### src/rtl/rr_arb_pkg.sv
// Shared widths, request field offsets and the response-pipe entry type for the
// round-robin bank arbiter.
package rr_arb_pkg;

  localparam int VALID_BIT = 0;
  localparam int WR_BIT    = 1;
  localparam int MAX_ID_W  = 8;

  typedef struct packed {
    logic                valid;
    logic [MAX_ID_W-1:0] id;
  } pipe_entry_t;

  function automatic int num_bank_bits(input int nbanks);
    return (nbanks > 1) ? $clog2(nbanks) : 0;
  endfunction

  function automatic int req_width(input int aw, input int vw);
    return aw + vw + 2;
  endfunction

  function automatic int plm_input_width(input int aw, input int nbanks, input int vw);
    return aw - num_bank_bits(nbanks) + vw + 1;
  endfunction

endpackage

### src/rtl/rr_bank_arbiter_if.sv
// Consumer and PLM-facing bundle of the bank arbiter; grant_count exists only
// when RR_ARB_STATS_EN is defined.
interface rr_bank_arbiter_if
  import rr_arb_pkg::*;
#(
  parameter int ADDR_WIDTH  = 4,
  parameter int VALUE_WIDTH = 8,
  parameter int NCONSUMERS  = 4,
  parameter int NBANKS      = 2,
  parameter int NPORTS      = 1
);
  localparam int REQ_W    = req_width(ADDR_WIDTH, VALUE_WIDTH);
  localparam int PIN_W    = plm_input_width(ADDR_WIDTH, NBANKS, VALUE_WIDTH);
  localparam int NKERNELS = NBANKS * NPORTS;

  // Handshake: a consumer holds requests[c] (valid=1) until grants[c] is high;
  // the request is consumed in that same cycle.
  logic [REQ_W-1:0]       requests       [NCONSUMERS];
  logic [NCONSUMERS-1:0]  grants;
  logic [NKERNELS-1:0]    plm_en;
  logic [PIN_W-1:0]       plm_inputs     [NKERNELS];
  logic [VALUE_WIDTH-1:0] plm_outputs    [NKERNELS];
  logic [VALUE_WIDTH-1:0] responses      [NCONSUMERS];
  logic [NCONSUMERS-1:0]  response_valid;
`ifdef RR_ARB_STATS_EN
  logic [15:0]            grant_count    [NKERNELS];

  modport slave  (input  requests, plm_outputs,
                  output grants, plm_en, plm_inputs, responses, response_valid, grant_count);
  modport master (output requests, plm_outputs,
                  input  grants, plm_en, plm_inputs, responses, response_valid, grant_count);
`else
  modport slave  (input  requests, plm_outputs,
                  output grants, plm_en, plm_inputs, responses, response_valid);
  modport master (output requests, plm_outputs,
                  input  grants, plm_en, plm_inputs, responses, response_valid);
`endif

endinterface

### src/rtl/rr_pick.sv
// Rotating-priority find-first: first set bit of elig at or after pivot, mod N.
module rr_pick #(
  parameter int N = 4
) (
  input  logic [N-1:0]         elig,
  input  logic [$clog2(N)-1:0] pivot,
  output logic [$clog2(N)-1:0] win,
  output logic                 found
);
  localparam int IW = $clog2(N);
  localparam logic [IW:0] N_EXT = (IW+1)'(N);

  logic [IW:0] idx;

  // One extra bit holds pivot+i before the explicit wrap, so non-power-of-2 N works.
  always_comb begin
    found = 1'b0;
    win   = '0;
    idx   = '0;
    for (int i = 0; i < N; i++) begin
      idx = {1'b0, pivot} + (IW+1)'(i);
      if (idx >= N_EXT) idx = idx - N_EXT;
      if (!found && elig[idx[IW-1:0]]) begin
        found = 1'b1;
        win   = idx[IW-1:0];
      end
    end
  end

endmodule

### src/rtl/rr_bank_arbiter.sv
// Round-robin arbiter from NCONSUMERS request streams onto NBANKS x NPORTS PLM
// ports, with read-data return. Optional grant counters: RR_ARB_STATS_EN.
module rr_bank_arbiter
  import rr_arb_pkg::*;
#(
  parameter int ADDR_WIDTH  = 4,
  parameter int VALUE_WIDTH = 8,
  parameter int NCONSUMERS  = 4,
  parameter int NBANKS      = 2,
  parameter int NPORTS      = 1,
  parameter int PLM_LATENCY = 1
) (
  input logic              clk,
  input logic              reset_n,
  rr_bank_arbiter_if.slave bus
);
  localparam int NKERNELS = NBANKS * NPORTS;
  localparam int NBB      = num_bank_bits(NBANKS);
  localparam int BW       = (NBB > 0) ? NBB : 1;
  localparam int IW       = $clog2(NCONSUMERS);
  localparam int REQ_W    = req_width(ADDR_WIDTH, VALUE_WIDTH);
  localparam int PIN_W    = plm_input_width(ADDR_WIDTH, NBANKS, VALUE_WIDTH);

  logic [NCONSUMERS-1:0] req_valid, req_wr;
  logic [BW-1:0]         req_bank [NCONSUMERS];
  logic [PIN_W-1:0]      req_pin  [NCONSUMERS];

  // {local_addr, value, wr} sits contiguously just below the bank bits.
  always_comb begin
    for (int c = 0; c < NCONSUMERS; c++) begin
      req_valid[c] = bus.requests[c][VALID_BIT];
      req_wr[c]    = bus.requests[c][WR_BIT];
      req_pin[c]   = bus.requests[c][PIN_W:1];
      req_bank[c]  = (NBANKS > 1) ? bus.requests[c][REQ_W-1 -: BW] : '0;
    end
  end

  logic [NKERNELS-1:0][NCONSUMERS-1:0] gvec_all;
  logic [NKERNELS-1:0]                 exit_v;
  logic [NKERNELS-1:0][MAX_ID_W-1:0]   exit_id;

  for (genvar k = 0; k < NKERNELS; k++) begin : g_kern
    localparam int B = k / NPORTS;
    localparam int P = k % NPORTS;
    localparam logic [IW-1:0] PIVOT_RST = IW'((B + P * (NCONSUMERS / NPORTS)) % NCONSUMERS);

    logic [NCONSUMERS-1:0] match, taken, elig, gvec;
    logic [IW-1:0]         win, pivot_q, pivot_d;
    logic                  found, found_g;
    logic [PIN_W-1:0]      pin;
    pipe_entry_t           pipe_q [PLM_LATENCY];
    pipe_entry_t           pipe_d [PLM_LATENCY];

    always_comb begin
      for (int c = 0; c < NCONSUMERS; c++)
        match[c] = req_valid[c] && (req_bank[c] == BW'(B));
    end

    // Lower-numbered ports of the same bank claim consumers first.
    if (P == 0) begin : g_first
      assign taken = '0;
    end else begin : g_chain
      assign taken = g_kern[k-1].taken | g_kern[k-1].gvec;
    end

    assign elig = match & ~taken;

    rr_pick #(.N(NCONSUMERS)) u_pick (
      .elig  (elig),
      .pivot (pivot_q),
      .win   (win),
      .found (found)
    );

    assign found_g     = found & reset_n;
    assign gvec        = found_g ? (NCONSUMERS'(1) << win) : '0;
    assign gvec_all[k] = gvec;

    always_comb begin
      pin     = '0;
      pivot_d = pivot_q;
      if (found_g) begin
        pin     = req_pin[win];
        pivot_d = (win == IW'(NCONSUMERS - 1)) ? '0 : win + IW'(1);
      end
    end

    assign bus.plm_en[k]     = found_g;
    assign bus.plm_inputs[k] = pin;

    always_comb begin
      pipe_d[0].valid = found_g && !req_wr[win];
      pipe_d[0].id    = MAX_ID_W'(win);
      for (int i = 1; i < PLM_LATENCY; i++) pipe_d[i] = pipe_q[i-1];
    end

    always_ff @(posedge clk or negedge reset_n) begin
      if (!reset_n) begin
        pivot_q <= PIVOT_RST;
        for (int i = 0; i < PLM_LATENCY; i++) pipe_q[i] <= '0;
      end else begin
        pivot_q <= pivot_d;
        for (int i = 0; i < PLM_LATENCY; i++) pipe_q[i] <= pipe_d[i];
      end
    end

    assign exit_v[k]  = pipe_q[PLM_LATENCY-1].valid;
    assign exit_id[k] = pipe_q[PLM_LATENCY-1].id;

`ifdef RR_ARB_STATS_EN
    logic [15:0] cnt_q, cnt_d;

    always_comb cnt_d = (found_g && cnt_q != 16'hFFFF) ? cnt_q + 16'd1 : cnt_q;

    always_ff @(posedge clk or negedge reset_n) begin
      if (!reset_n) cnt_q <= '0;
      else          cnt_q <= cnt_d;
    end

    assign bus.grant_count[k] = cnt_q;
`endif
  end

  logic [NCONSUMERS-1:0] grants_c;

  always_comb begin
    grants_c = '0;
    for (int k = 0; k < NKERNELS; k++) grants_c = grants_c | gvec_all[k];
  end

  assign bus.grants = grants_c;

  logic [VALUE_WIDTH-1:0] responses_q [NCONSUMERS];
  logic [VALUE_WIDTH-1:0] responses_d [NCONSUMERS];
  logic [NCONSUMERS-1:0]  resp_valid_q, resp_valid_d;

  // Port priority guarantees distinct consumers across kernels on any one cycle.
  always_comb begin
    responses_d  = responses_q;
    resp_valid_d = '0;
    for (int k = 0; k < NKERNELS; k++) begin
      for (int c = 0; c < NCONSUMERS; c++) begin
        if (exit_v[k] && exit_id[k] == MAX_ID_W'(c)) begin
          responses_d[c]  = bus.plm_outputs[k];
          resp_valid_d[c] = 1'b1;
        end
      end
    end
  end

  always_ff @(posedge clk or negedge reset_n) begin
    if (!reset_n) begin
      resp_valid_q <= '0;
      for (int c = 0; c < NCONSUMERS; c++) responses_q[c] <= '0;
    end else begin
      resp_valid_q <= resp_valid_d;
      for (int c = 0; c < NCONSUMERS; c++) responses_q[c] <= responses_d[c];
    end
  end

  assign bus.responses      = responses_q;
  assign bus.response_valid = resp_valid_q;

endmodule

### src/flat_wrapper.sv
// flat-port wrapper written by rule: the top's interface ports become plain ports
module rr_bank_arbiter_flat import rr_arb_pkg::*;
#(
  parameter int ADDR_WIDTH  = 4,
  parameter int VALUE_WIDTH = 8,
  parameter int NCONSUMERS  = 4,
  parameter int NBANKS      = 2,
  parameter int NPORTS      = 1,
  parameter int PLM_LATENCY = 1
)
  (clk, reset_n, bus_requests, bus_plm_outputs, bus_grants, bus_plm_en, bus_plm_inputs, bus_responses, bus_response_valid);
  rr_bank_arbiter_if #(.ADDR_WIDTH(ADDR_WIDTH), .VALUE_WIDTH(VALUE_WIDTH), .NCONSUMERS(NCONSUMERS), .NBANKS(NBANKS), .NPORTS(NPORTS)) bus_i ();
  input logic clk;
  input logic reset_n;
  input wire logic [$bits(bus_i.requests)-1:0] bus_requests;
  input wire logic [$bits(bus_i.plm_outputs)-1:0] bus_plm_outputs;
  output wire logic [$bits(bus_i.grants)-1:0] bus_grants;
  output wire logic [$bits(bus_i.plm_en)-1:0] bus_plm_en;
  output wire logic [$bits(bus_i.plm_inputs)-1:0] bus_plm_inputs;
  output wire logic [$bits(bus_i.responses)-1:0] bus_responses;
  output wire logic [$bits(bus_i.response_valid)-1:0] bus_response_valid;
  assign bus_i.requests = {>>{bus_requests}};
  assign bus_i.plm_outputs = {>>{bus_plm_outputs}};
  assign bus_grants = bus_i.grants;
  assign bus_plm_en = bus_i.plm_en;
  assign bus_plm_inputs = {>>{bus_i.plm_inputs}};
  assign bus_responses = {>>{bus_i.responses}};
  assign bus_response_valid = bus_i.response_valid;
  rr_bank_arbiter #(.ADDR_WIDTH(ADDR_WIDTH), .VALUE_WIDTH(VALUE_WIDTH), .NCONSUMERS(NCONSUMERS), .NBANKS(NBANKS), .NPORTS(NPORTS), .PLM_LATENCY(PLM_LATENCY)) u_core (.clk(clk), .reset_n(reset_n), .bus(bus_i));
endmodule
### config.mk
export PLATFORM = sky130hd
export DESIGN_NAME = rr_bank_arbiter_flat
export DESIGN_NICKNAME = d
export VERILOG_FILES = /design/src/rtl/rr_arb_pkg.sv /design/src/rtl/rr_bank_arbiter_if.sv /design/src/rtl/rr_pick.sv /design/src/rtl/rr_bank_arbiter.sv /design/src/flat_wrapper.sv
export SDC_FILE = /design/constraint.sdc
export NUM_CORES = 1
export LEC_CHECK = 0
export CORE_AREA = 5 5 93 87
export DETAILED_ROUTE_END_ITERATION = 8
export DIE_AREA = 0 0 98 92
export PLACE_DENSITY = 0.85
export REMOVE_ABC_BUFFERS = 1
export SLEW_MARGIN = 30
export SYNTH_ARGS = -nofsm -noshare
export SYNTH_HDL_FRONTEND = slang
export SYNTH_SLANG_ARGS = --single-unit
export TNS_END_PERCENT = 50
### constraint.sdc
create_clock -name clk -period 6.05 [get_ports clk]
set_input_delay 1.5125 -clock clk [delete_from_list [all_inputs] [get_ports clk]]
set_output_delay 1.5125 -clock clk [all_outputs]
set_load 0.02 [all_outputs]
* Word level (Yosys, flattened, before mapping)
Index checks and enable logic that the tools add are counted.
** Word-level totals
- Register bits after elaboration :: 46
- Input port bits :: 74
- Output and inout bits :: 66
- Logic and storage cells :: 176
** Operators by class
- Add/subtract/negate cells :: 16
- Magnitude comparators :: 20
- Eq/ne operators :: 8
- Shift-type cells :: 2
- Multiplexer cells :: 72
- Bitwise gates (word level) :: 9
- Reductions and logical operators :: 38
** Operator list (count)
- $mux W12 :: 6
- $mux W8 :: 8
- $bmux W12 S2 :: 2
- $mux W2 :: 18
- $lt A2 B3 Y1 const B :: 10
- $mux W1 :: 26
- $ge A3 B3 Y1 const B :: 8
- $logic_and A1 B1 Y1 :: 24
- $bmux W1 S2 :: 10
- $logic_not A8 Y1 :: 2
- $sub A2 B1 Y2 const B :: 8
- $add A2 B2 Y3 const B :: 4
- $eq A2 B2 Y1 const B :: 6
- $logic_not A1 Y1 :: 8
- $mux W4 :: 2
- $reduce_bool A2 Y1 :: 4
- $shl A1 B2 Y4 const A :: 2
- $add A2 B1 Y3 const B :: 2
- $ge A2 B3 Y1 const B :: 2
- $not A2 Y3 :: 2
- $add A2 B1 Y2 const B :: 2
- $eq A2 B1 Y1 const B :: 2
- $not A1 Y1 :: 4
- $or A4 B4 Y4 :: 1
- $and A1 B1 Y1 :: 2

* Longest topological paths before layout
Gate-level depths: netlist of the first run.
- Depth in word-level cells :: 19
- Gate-level depth with buffers :: 8
- Depth with buffers taken out :: 6

* By module
A second synthesis of the first run with hierarchy kept.
** Second synthesis, totals
- Cells, all modules :: 330
- Area total of the unflattened synthesis :: 3114.2 µm²
** By module, submodules not included
- rr_bank_arbiter :: times used 1, cells each 300, area an instance 2959.1 µm², sequential area each 1152.4 µm²
- rr_pick :: times used 2, cells each 15, area an instance 77.6 µm², sequential area each 0.0 µm²

* Worst setup path after synthesis of the first run
OpenSTA, ideal clock, no wires.
- Path type :: in2out
- Start point :: in bus_requests[55]
- End point :: out bus_plm_inputs[9]
- Arrival time :: 2.961 ns
- Data required time :: 4.537 ns
- Path slack :: 1.577 ns
- Stages :: 8
- Buffers on the path :: 2
- Cell sequence :: and2_4 and3_4 or3_1 buf_6 clkinv_8 buf_12 nand2_2 o22ai_1
** RTL lines
- from (decl) :: line flat_wrapper.sv:15 : input wire logic [$bits(bus_i.requests)-1:0] bus_requests;
- to (decl) :: line flat_wrapper.sv:19 : output wire logic [$bits(bus_i.plm_inputs)-1:0] bus_plm_inputs;

* Worst setup path after layout of the first run
- Start point :: in bus_requests[55]
- End point :: out bus_plm_inputs[6]
** On the way
- Longest elaborated chain between the ends :: 18
- Elaborated cells between the ends (all ways) :: 29
- Classes of those cells :: mux (20); bitwise (2); reduce/logical (7)
** RTL lines
- $logic_and A1 B1 Y1 (*) :: line rr_bank_arbiter.sv:56 : match[c] = req_valid[c] && (req_bank[c] == BW'(B));
- $bmux W1 S2 :: line rr_pick.sv:23 : if (!found && elig[idx[IW-1:0]]) begin
- $mux W1 (implied by the code) :: line rr_pick.sv:23
- $mux W1 :: line rr_pick.sv:23
- $logic_not A1 Y1 :: line rr_pick.sv:23
- $logic_and A1 B1 Y1 :: line rr_pick.sv:23
- $mux W1 :: line rr_pick.sv:23
- $logic_not A1 Y1 :: line rr_pick.sv:23
- $logic_and A1 B1 Y1 :: line rr_pick.sv:23
- $mux W1 :: line rr_pick.sv:23
- $logic_not A1 Y1 :: line rr_pick.sv:23
- $logic_and A1 B1 Y1 :: line rr_pick.sv:23
- $mux W2 :: line rr_pick.sv:23
- $not A2 Y3 (implied by the code) :: line rr_bank_arbiter.sv:83 : pin = req_pin[win];
- $bmux W12 S2 :: line rr_bank_arbiter.sv:83
- $mux W12 (implied by the code) (2 in series) :: line rr_bank_arbiter.sv:83
- $mux W12 (*) :: line rr_bank_arbiter.sv:82 : if (found_g) begin
Every way passes the cells marked *; elsewhere a longest branch is shown, timed or not. The select of a mux whose other input is x is not followed.

==> impl_metrics.json, run 1 <==
{
  "status": "finished, final reports clean",
  "top_layer": "met4",
  "path_max_fanout": 15,
  "post_cts_buffers": 0,
  "hold_violations": 0,
  "fin_skew_ns": 0.009898,
  "first_global_vias": 3190,
  "ant_nets": 0,
  "drc": 0,
  "start_util_pct": 45.03,
  "max_cap_violations": 0,
  "power.switching_mw": 0.6043,
  "drive_gt1_share_pct": 6.318,
  "fmax_mhz": 179.3,
  "whs_path_depth": 2,
  "clock_power_share_pct": 17.1,
  "post-route-period-util_pct": 92.19,
  "cts.clk_slew.worst_paths_ns": 0.08,
  "hp-class": "flop to flop",
  "fin_nets": 535,
  "dr.first_iter.drc_count": 108,
  "grt_util_all_layers_pct": 20.95,
  "swShare_pct": 37.22,
  "max_slew_margin_pct": 36.25,
  "grt_max_degree": 43,
  "gr-total-overflow": 0,
  "routed_wirelength_um": 9607,
  "pre_cts_slack_ns": 0.5106,
  "slew_viol_final": 0,
  "clockBufferDepth": 2,
  "r2r-end": "u_core.g_kern[0].pivot_q[1]$_DFFE_PN0P_",
  "yosysTopAreaCell": "dfrtp_1",
  "worst_slack_ns": 0.4725,
  "syn_inst": 329,
  "synth.most_common_cell": "mux2i_1",
  "antennaDiodeCount": 0,
  "final_cells": 552,
  "die_w_um": 98,
  "synth_ff_type": "dfrtp_1",
  "fp.coreArea_sq_um": 6930,
  "drt-wirelength-per-cell_um": 17.40,
  "num_vias": 3040,
  "antenna_found_initial": 0,
  "power_mw": 1.623,
  "worst_hold_startpoint": "u_core.g_kern[1].pivot_q[0]$_DFFE_PN1P_",
  "hold_slack_ns": 0.5085,
  "ff2ff_path_depth": 6,
  "yosysTopAreaCellShare_pct": 36.09,
  "worstSetupPathType": "input pin to primary output",
  "cts_root_buf": "clkbuf_8",
  "synth_edf_count": 0,
  "critPathRequiredTime_ns": 4.54,
  "vias_per_cell": 5.507,
  "path_cells": "clkdlybuf4s50_1 -> and2_4 -> and3_4 -> or3_1 -> clkinv_8 -> nand2_2 -> o22ai_1 -> clkdlybuf4s50_1",
  "cts_sinks": 46,
  "post-route-util_pct": 67.74,
  "yosys-top-cells-count": "mux2i_1 (79), nand2_1 (46), dfrtp_1 (45)",
  "first_pass_iters": 4,
  "finalSetupViolCount": 0,
  "grt_pass1_wl_um": 15490,
  "dr_wl_met3_um": 1013,
  "row_count": 29,
  "numCtsBuffers": 5,
  "crit_arrival_ns": 4.06,
  "p_int_mw": 1.019,
  "regToRegSetupSlack_ns": 4.01,
  "r2r-start": "u_core.g_kern[0].pivot_q[1]$_DFFE_PN0P_",
  "dieArea_sq_um": 9016,
  "start_kind": "input pin",
  "cts_resized": 0,
  "hpwl_um": 7593,
  "async_flop_share_pct": 100.0,
  "rsz0062_at_grt": "no",
  "crit_top_cell": "clkdlybuf4s50_1",
  "route.met2.wl_um": 4395,
  "cp-end-kind": "primary output",
  "worstHoldEndpoint": "u_core.g_kern[1].pivot_q[0]$_DFFE_PN1P_",
  "tightest_slew_ns": 0.9520,
  "ir_worst_vdd_uv": 124.6,
  "fin_crit_ns": 5.577,
  "cpPeakStageDelay_ns": 0.66,
  "io_buffer_count": 139,
  "ys_seq_elements": 46,
  "syn_area_per_cell_sq_um": 9.485,
  "synthTopCellsByArea": "dfrtp_1 (36%), mux2i_1 (25%), nand2_1 (5.5%)",
  "cts_tree": "done",
  "dpl.cell_count": 544,
  "die_h_um": 92,
  "yosys_warnings": 0,
  "syn_area_sq_um": 3120,
  "synth_cell_types": 48,
  "p_per_area_nw_per_um2": 345.8,
  "syn_to_final_growth_pct": 50.44,
  "comb_power_share_pct": 50.8,
  "ctsHoldBuffers": 0,
  "gp_congestion": 0.8657,
  "h-tree-depth": 2,
  "ys_seq_area_share_pct": 36.93,
  "pwr-share-seq_pct": 32.1,
  "wl_met1_um": 4047,
  "crit_slowest_cell": "clkdlybuf4s50_1",
  "leakage_nw": 2.004,
  "io_pins": 140,
  "worstSkewPairLatency_ns": 0.30
}
==> cell usage in the layout (no fill, tap or decap), types with 2 or more instances in the layout <==
| cell type | netlist | routed |
|---|---|---|
| clkdlybuf4s50_1 | 0 | 138 |
| mux2i_1 | 79 | 79 |
| nand2_1 | 46 | 46 |
| dfrtp_1 | 45 | 45 |
| o21ai_0 | 34 | 34 |
| o22ai_1 | 23 | 23 |
| nor2_1 | 11 | 10 |
| clkbuf_8 | 0 | 6 |
| nor2b_1 | 5 | 5 |
| nand3b_1 | 5 | 5 |
| nand2b_1 | 5 | 5 |
| a21oi_1 | 5 | 5 |
| buf_4 | 4 | 4 |
| a22o_1 | 3 | 3 |
| nor3b_1 | 6 | 3 |
| nor3b_2 | 0 | 3 |
| and2_1 | 3 | 3 |
| ha_1 | 3 | 3 |
| o21ai_1 | 2 | 2 |
| inv_2 | 2 | 2 |
| nand3_1 | 2 | 2 |
| o21a_1 | 2 | 2 |
| nor3_1 | 2 | 2 |
| o2bb2ai_1 | 2 | 2 |
| bufinv_16 | 0 | 2 |
==> registers in the layout (all words and copies together) (netlist names) <==
| register | count |
|---|---|
| u_core.bus.responses | 32 |
| u_core.bus.response_valid | 4 |
| u_core.exit_id | 4 |
| u_core.g_kern.pivot_q | 4 |
| u_core.exit_v | 2 |
==> power by group through the flow <==
stage	clock (mW)	combinational [mW]	sequential [mW]
6_report	0.277	0.825	0.521
5_1_grt	0.300	0.880	0.536
4_1_cts	0.284	0.832	0.521
3_5_place_dp	0	0.830	0.526
3_3_place_gp	0	0.810	0.516
2_1_floorplan	0	0.286	0.642
==> critical path: cells and delay by family <==
kind,cells,cell delay (ns)
AO/OA/AOI/OAI,1,0.24
buffers and inverters,3,1.29
AND/OR/NAND/NOR,4,1.01
==> per-stage QoR <==
stage | cell area (sq um) | TNS, ns
global placement | 4549 | 0
detailed placement | 4549 | 0
global route | 4695 | 0
finish | 4695 | 0
CTS | 4692 | 0
floorplan | 2982 | -9.079
==> cells by family after synthesis <==
group | Yosys count | synth area share, %
adder cells (fa/ha/maj) | 3 | 1.203
flip-flops | 46 | 36.93
buffers and inverters | 26 | 5.333
AND/OR/NAND/NOR | 94 | 14.96
multiplexers | 81 | 26.06
AO/OA/AOI/OAI | 79 | 15.52
==> worst max-delay path by stage <==
stage,endpoint,slack (ns),cells after the start,from
after floorplan,bus_plm_inputs[13],-0.66,5,bus_requests[14]
after CTS,bus_grants[2],0.49,9,bus_requests[14]
after detailed placement,bus_plm_inputs[15],0.51,7,bus_requests[14]
final,bus_plm_inputs[6],0.47,8,bus_requests[55]
after global placement,bus_plm_inputs[6],0.53,8,bus_requests[55]
after global routing,bus_plm_inputs[15],0.29,7,bus_requests[14]
==> metal layers <==
layer	track usage (%)	vias up
met5	0	-
met4	5.882	0
met3	8.270	13
met2	34.64	162
met1	25.43	1408
li1	-	1457
==> cell type report <==
| type | instances | area [sq um] |
|---|---|---|
| well taps | 93 | 116.4 |
| repair buffers | 144 | 1436 |
| flip-flops and latches | 46 | 1152 |
| clock inverters | 2 | 60.06 |
| fillers | 536 | 2236 |
| clock buffers | 6 | 82.58 |
| inverters | 4 | 27.53 |
| multi-input cells | 257 | 1819 |
Note: power is estimated with default switching activity, not from simulation.
==> run 2: changes to the inputs <==
--- a/config.mk
+++ b/config.mk
@@ -6,6 +6,7 @@
 export NUM_CORES = 1
 export LEC_CHECK = 0
 export CORE_AREA = 5 5 93 87
+export CTS_CLUSTER_DIAMETER = 80
 export DETAILED_ROUTE_END_ITERATION = 8
 export DIE_AREA = 0 0 98 92
 export PLACE_DENSITY = 0.85
@@ -13,5 +14,6 @@
 export SLEW_MARGIN = 30
 export SYNTH_ARGS = -nofsm -noshare
 export SYNTH_HDL_FRONTEND = slang
+export SYNTH_HIERARCHICAL = 1
 export SYNTH_SLANG_ARGS = --single-unit
 export TNS_END_PERCENT = 50
==> run 2 against run 1 <==
Against the previous run: global-route usage up 0.30 points; flip-flop and latch count unchanged; area after synthesis down 0.20%; first-iteration DRC count is 35% higher; final cell count up 0.18%; utilization down 0.27 points; clock skew increased by 0.0014 ns; fmax decreased by 4.8%; die area unchanged; cell area is 0.40% lower; critical path type unchanged; largest cell class unchanged; highest routed layer unchanged.
==> impl_metrics.json, run 2 <==
{
  "hp-class": "flop to flop",
  "leakage_nw": 1.965,
  "dr.first_iter.drc_count": 146,
  "tns_ns": 0,
  "ant_nets": 0,
  "worstSkewPairLatency_ns": 0.30,
  "post-route-period-util_pct": 96.85,
  "h-tree-depth": 2,
  "syn_area_per_cell_sq_um": 9.437,
  "p_per_area_nw_per_um2": 353.9,
  "r2r-start": "u_core/g_kern[1].pivot_q[0]$_DFFE_PN1P_",
  "max_slew_margin_pct": 58.07,
  "fmax_mhz": 170.7,
  "synth_ff_type": "dfrtp_1",
  "cts_tree": "done",
  "ir_worst_vdd_uv": 144.0,
  "row_count": 29,
  "max_cap_violations": 0,
  "r2r-end": "u_core/exit_v[1]$_DFF_PN0_",
  "io_buffer_count": 139,
  "layout_commonest_cell": "clkdlybuf4s50_1",
  "critPathRequiredTime_ns": 4.54,
  "crit_top_cell": "clkdlybuf4s50_1",
  "yosys_warnings": 6,
  "die_w_um": 98,
  "grt_util_all_layers_pct": 21.25,
  "path_max_fanout": 17,
  "ys_seq_elements": 46,
  "tightest_slew_ns": 0.6271,
  "cts_root_buf": "clkbuf_8",
  "path_buf_inv": 4,
  "regToRegSetupSlack_ns": 3.92,
  "fin_nets": 541,
  "start_util_pct": 44.94,
  "crit_slowest_cell": "mux4_1",
  "post_cts_buffers": 0,
  "dieArea_sq_um": 9016,
  "syn_inst": 330,
  "hold_violations": 0,
  "cpPeakStageDelay_ns": 0.60,
  "worstSetupPathType": "input pin to primary output",
  "cp-end-kind": "primary output",
  "slew_viol_final": 0,
  "rsz0062_at_grt": "no",
  "syn_area_sq_um": 3114,
  "hpwl_um": 7765,
  "num_vias": 3050,
  "first_pass_iters": 5,
  "fin_crit_ns": 5.859,
  "crit_cells": 9,
  "synth_cell_types": 30,
  "fp.coreArea_sq_um": 6930,
  "antenna_found_initial": 0,
  "drc": 0,
  "place_area_sq_um": 4538,
  "mostFrequentLayoutCells": "clkdlybuf4s50_1 (138), nand2_1 (78), dfrtp_1 (45), nor2_1 (36), a31oi_1 (32)",
  "crit_start": "bus_requests[28]",
  "yosysTopAreaCell": "dfrtp_1",
  "cp_top_family": "buffers and inverters",
  "largest_register_ff_count": 32,
  "cts_sinks": 46,
  "status": "finished, final reports clean",
  "crit_arrival_ns": 4.35,
  "synth_edf_count": 0,
  "ctsHoldBuffers": 0,
  "nFillCells": 549,
  "syn_to_final_growth_pct": 50.14,
  "cts_resized": 0,
  "ys_seq_area_share_pct": 37.00,
  "drt-wirelength-per-cell_um": 17.88,
  "grt_max_degree": 46,
  "first_global_vias": 3026,
  "grt_pass1_wl_um": 15500,
  "fin_skew_ns": 0.01125,
  "yosys-top-cells-count": "nand2_1 (78), dfrtp_1 (45), nor2_1 (36)",
  "vias_per_cell": 5.515,
  "numCtsBuffers": 5,
  "synthTopCellsByArea": "dfrtp_1 (36%), mux4_2 (12%), nand2_1 (9.4%)",
  "endpoint": "bus_plm_inputs[23]",
  "ff2ff_path_depth": 6,
  "drive_gt1_share_pct": 7.826,
  "cts.clk_slew.worst_paths_ns": 0.08,
  "path_cells": "clkdlybuf4s50_1 -> nor2b_1 -> inv_1 -> a221o_1 -> a21oi_2 -> buf_12 -> mux4_1 -> and2_1 -> clkdlybuf4s50_1",
  "routed_wirelength_um": 9886,
  "die_h_um": 92,
  "final_cell_area_sq_um": 4676,
  "gr-total-overflow": 0,
  "finalSetupViolCount": 0,
  "gp_congestion": 0.8543,
  "antennaDiodeCount": 0,
  "clockBufferDepth": 2,
  "synth.most_common_cell": "nand2_1",
  "async_flop_share_pct": 100.0,
  "yosysTopAreaCellShare_pct": 36.16,
  "start_kind": "input pin",
  "io_pins": 140
}
==> run 2: cell count changes in the layout (fill, tap and decap cells not counted), sizes merged, moves of 5 or more <==
cell / before / now
a31oi: 1 / 32
and2: 4 / 28
ha: 3 / 8
inv: 3 / 16
mux2i: 79 / 0
mux4: 0 / 24
nand2: 47 / 78
nor2: 11 / 36
nor3b: 6 / 1
o21ai: 36 / 2
o22ai: 24 / 0
==> run 2: how the worst min path moves through the flow <==
stage,cells past startpoint,end,start
4_1_cts,2,u_core/g_kern[1].pivot_q[0]$_DFFE_PN1P_,u_core/g_kern[1].pivot_q[0]$_DFFE_PN1P_
2_1_floorplan,2,u_core/g_kern[1].pivot_q[0]$_DFFE_PN1P_,u_core/g_kern[1].pivot_q[0]$_DFFE_PN1P_
6_report,2,u_core/g_kern[1].pivot_q[0]$_DFFE_PN1P_,u_core/g_kern[1].pivot_q[0]$_DFFE_PN1P_
3_5_place_dp,2,u_core/g_kern[1].pivot_q[0]$_DFFE_PN1P_,u_core/g_kern[1].pivot_q[0]$_DFFE_PN1P_
3_3_place_gp,2,u_core/g_kern[1].pivot_q[0]$_DFFE_PN1P_,u_core/g_kern[1].pivot_q[0]$_DFFE_PN1P_
5_1_grt,2,u_core/g_kern[1].pivot_q[0]$_DFFE_PN1P_,u_core/g_kern[1].pivot_q[0]$_DFFE_PN1P_
==> run 2: layer usage <==
metal	routed length (um)	GRT usage (%)
met1	3711	24.03
met2	4869	37.19
met3	1180	9.939
met4	124	3.922
met5	0	0
==> run 2: final cells by class <==
type / count / area, sq um / area share [%]
multi-input cells: 246 / 1760 / 37.65
repair buffers: 144 / 1449 / 30.99
flip-flops and latches: 46 / 1152 / 24.65
well taps: 93 / 116.4 / 2.489
clock buffers: 5 / 68.82 / 1.472
clock inverters: 3 / 68.82 / 1.472
inverters: 16 / 60.06 / 1.284
==> run 2: cell families after synthesis <==
group                      share of synthesized area, %
and+or+nand+nor                                   23.91
AOI/OAI and AO/OA                                 10.85
DFF                                               37.00
buffers and inverters                             6.710
muxes                                             18.32
adders and majority gates                         3.214
==> run 2: through the flow <==
| step | hold WS, ns | instances | setup slack [ns] | power, mW | util, % |
|---|---|---|---|---|---|
| finish | 0.5121 | 553 | 0.1907 | 1.655 | 67.47 |
| global route | 0.5345 | 553 | 0.01225 | 1.743 | 67.47 |
| CTS | 0.5190 | 553 | 0.1981 | 1.669 | 67.47 |
| detailed placement | 0.5067 | 545 | 0.2214 | 1.398 | 65.48 |
| global placement | 0.4870 | 545 | 0.2144 | 1.366 | 65.48 |
| floorplan | 0.4706 | 308 | 0.3758 | 0.9494 | - |
==> run 2: worst min-delay path: cells and delay by family, from the launching register on <==
kind | cells | cell delay [ns]
flops | 1 | 0.40
simple gates | 1 | 0.06
compound gates | 1 | 0.06
==> run 2: power breakdown <==
part	internal, mW	switching (mW)
Combinational	0.439	0.422
Clock	0.165	0.104
Sequential	0.436	0.0884
Total	1.04	0.614
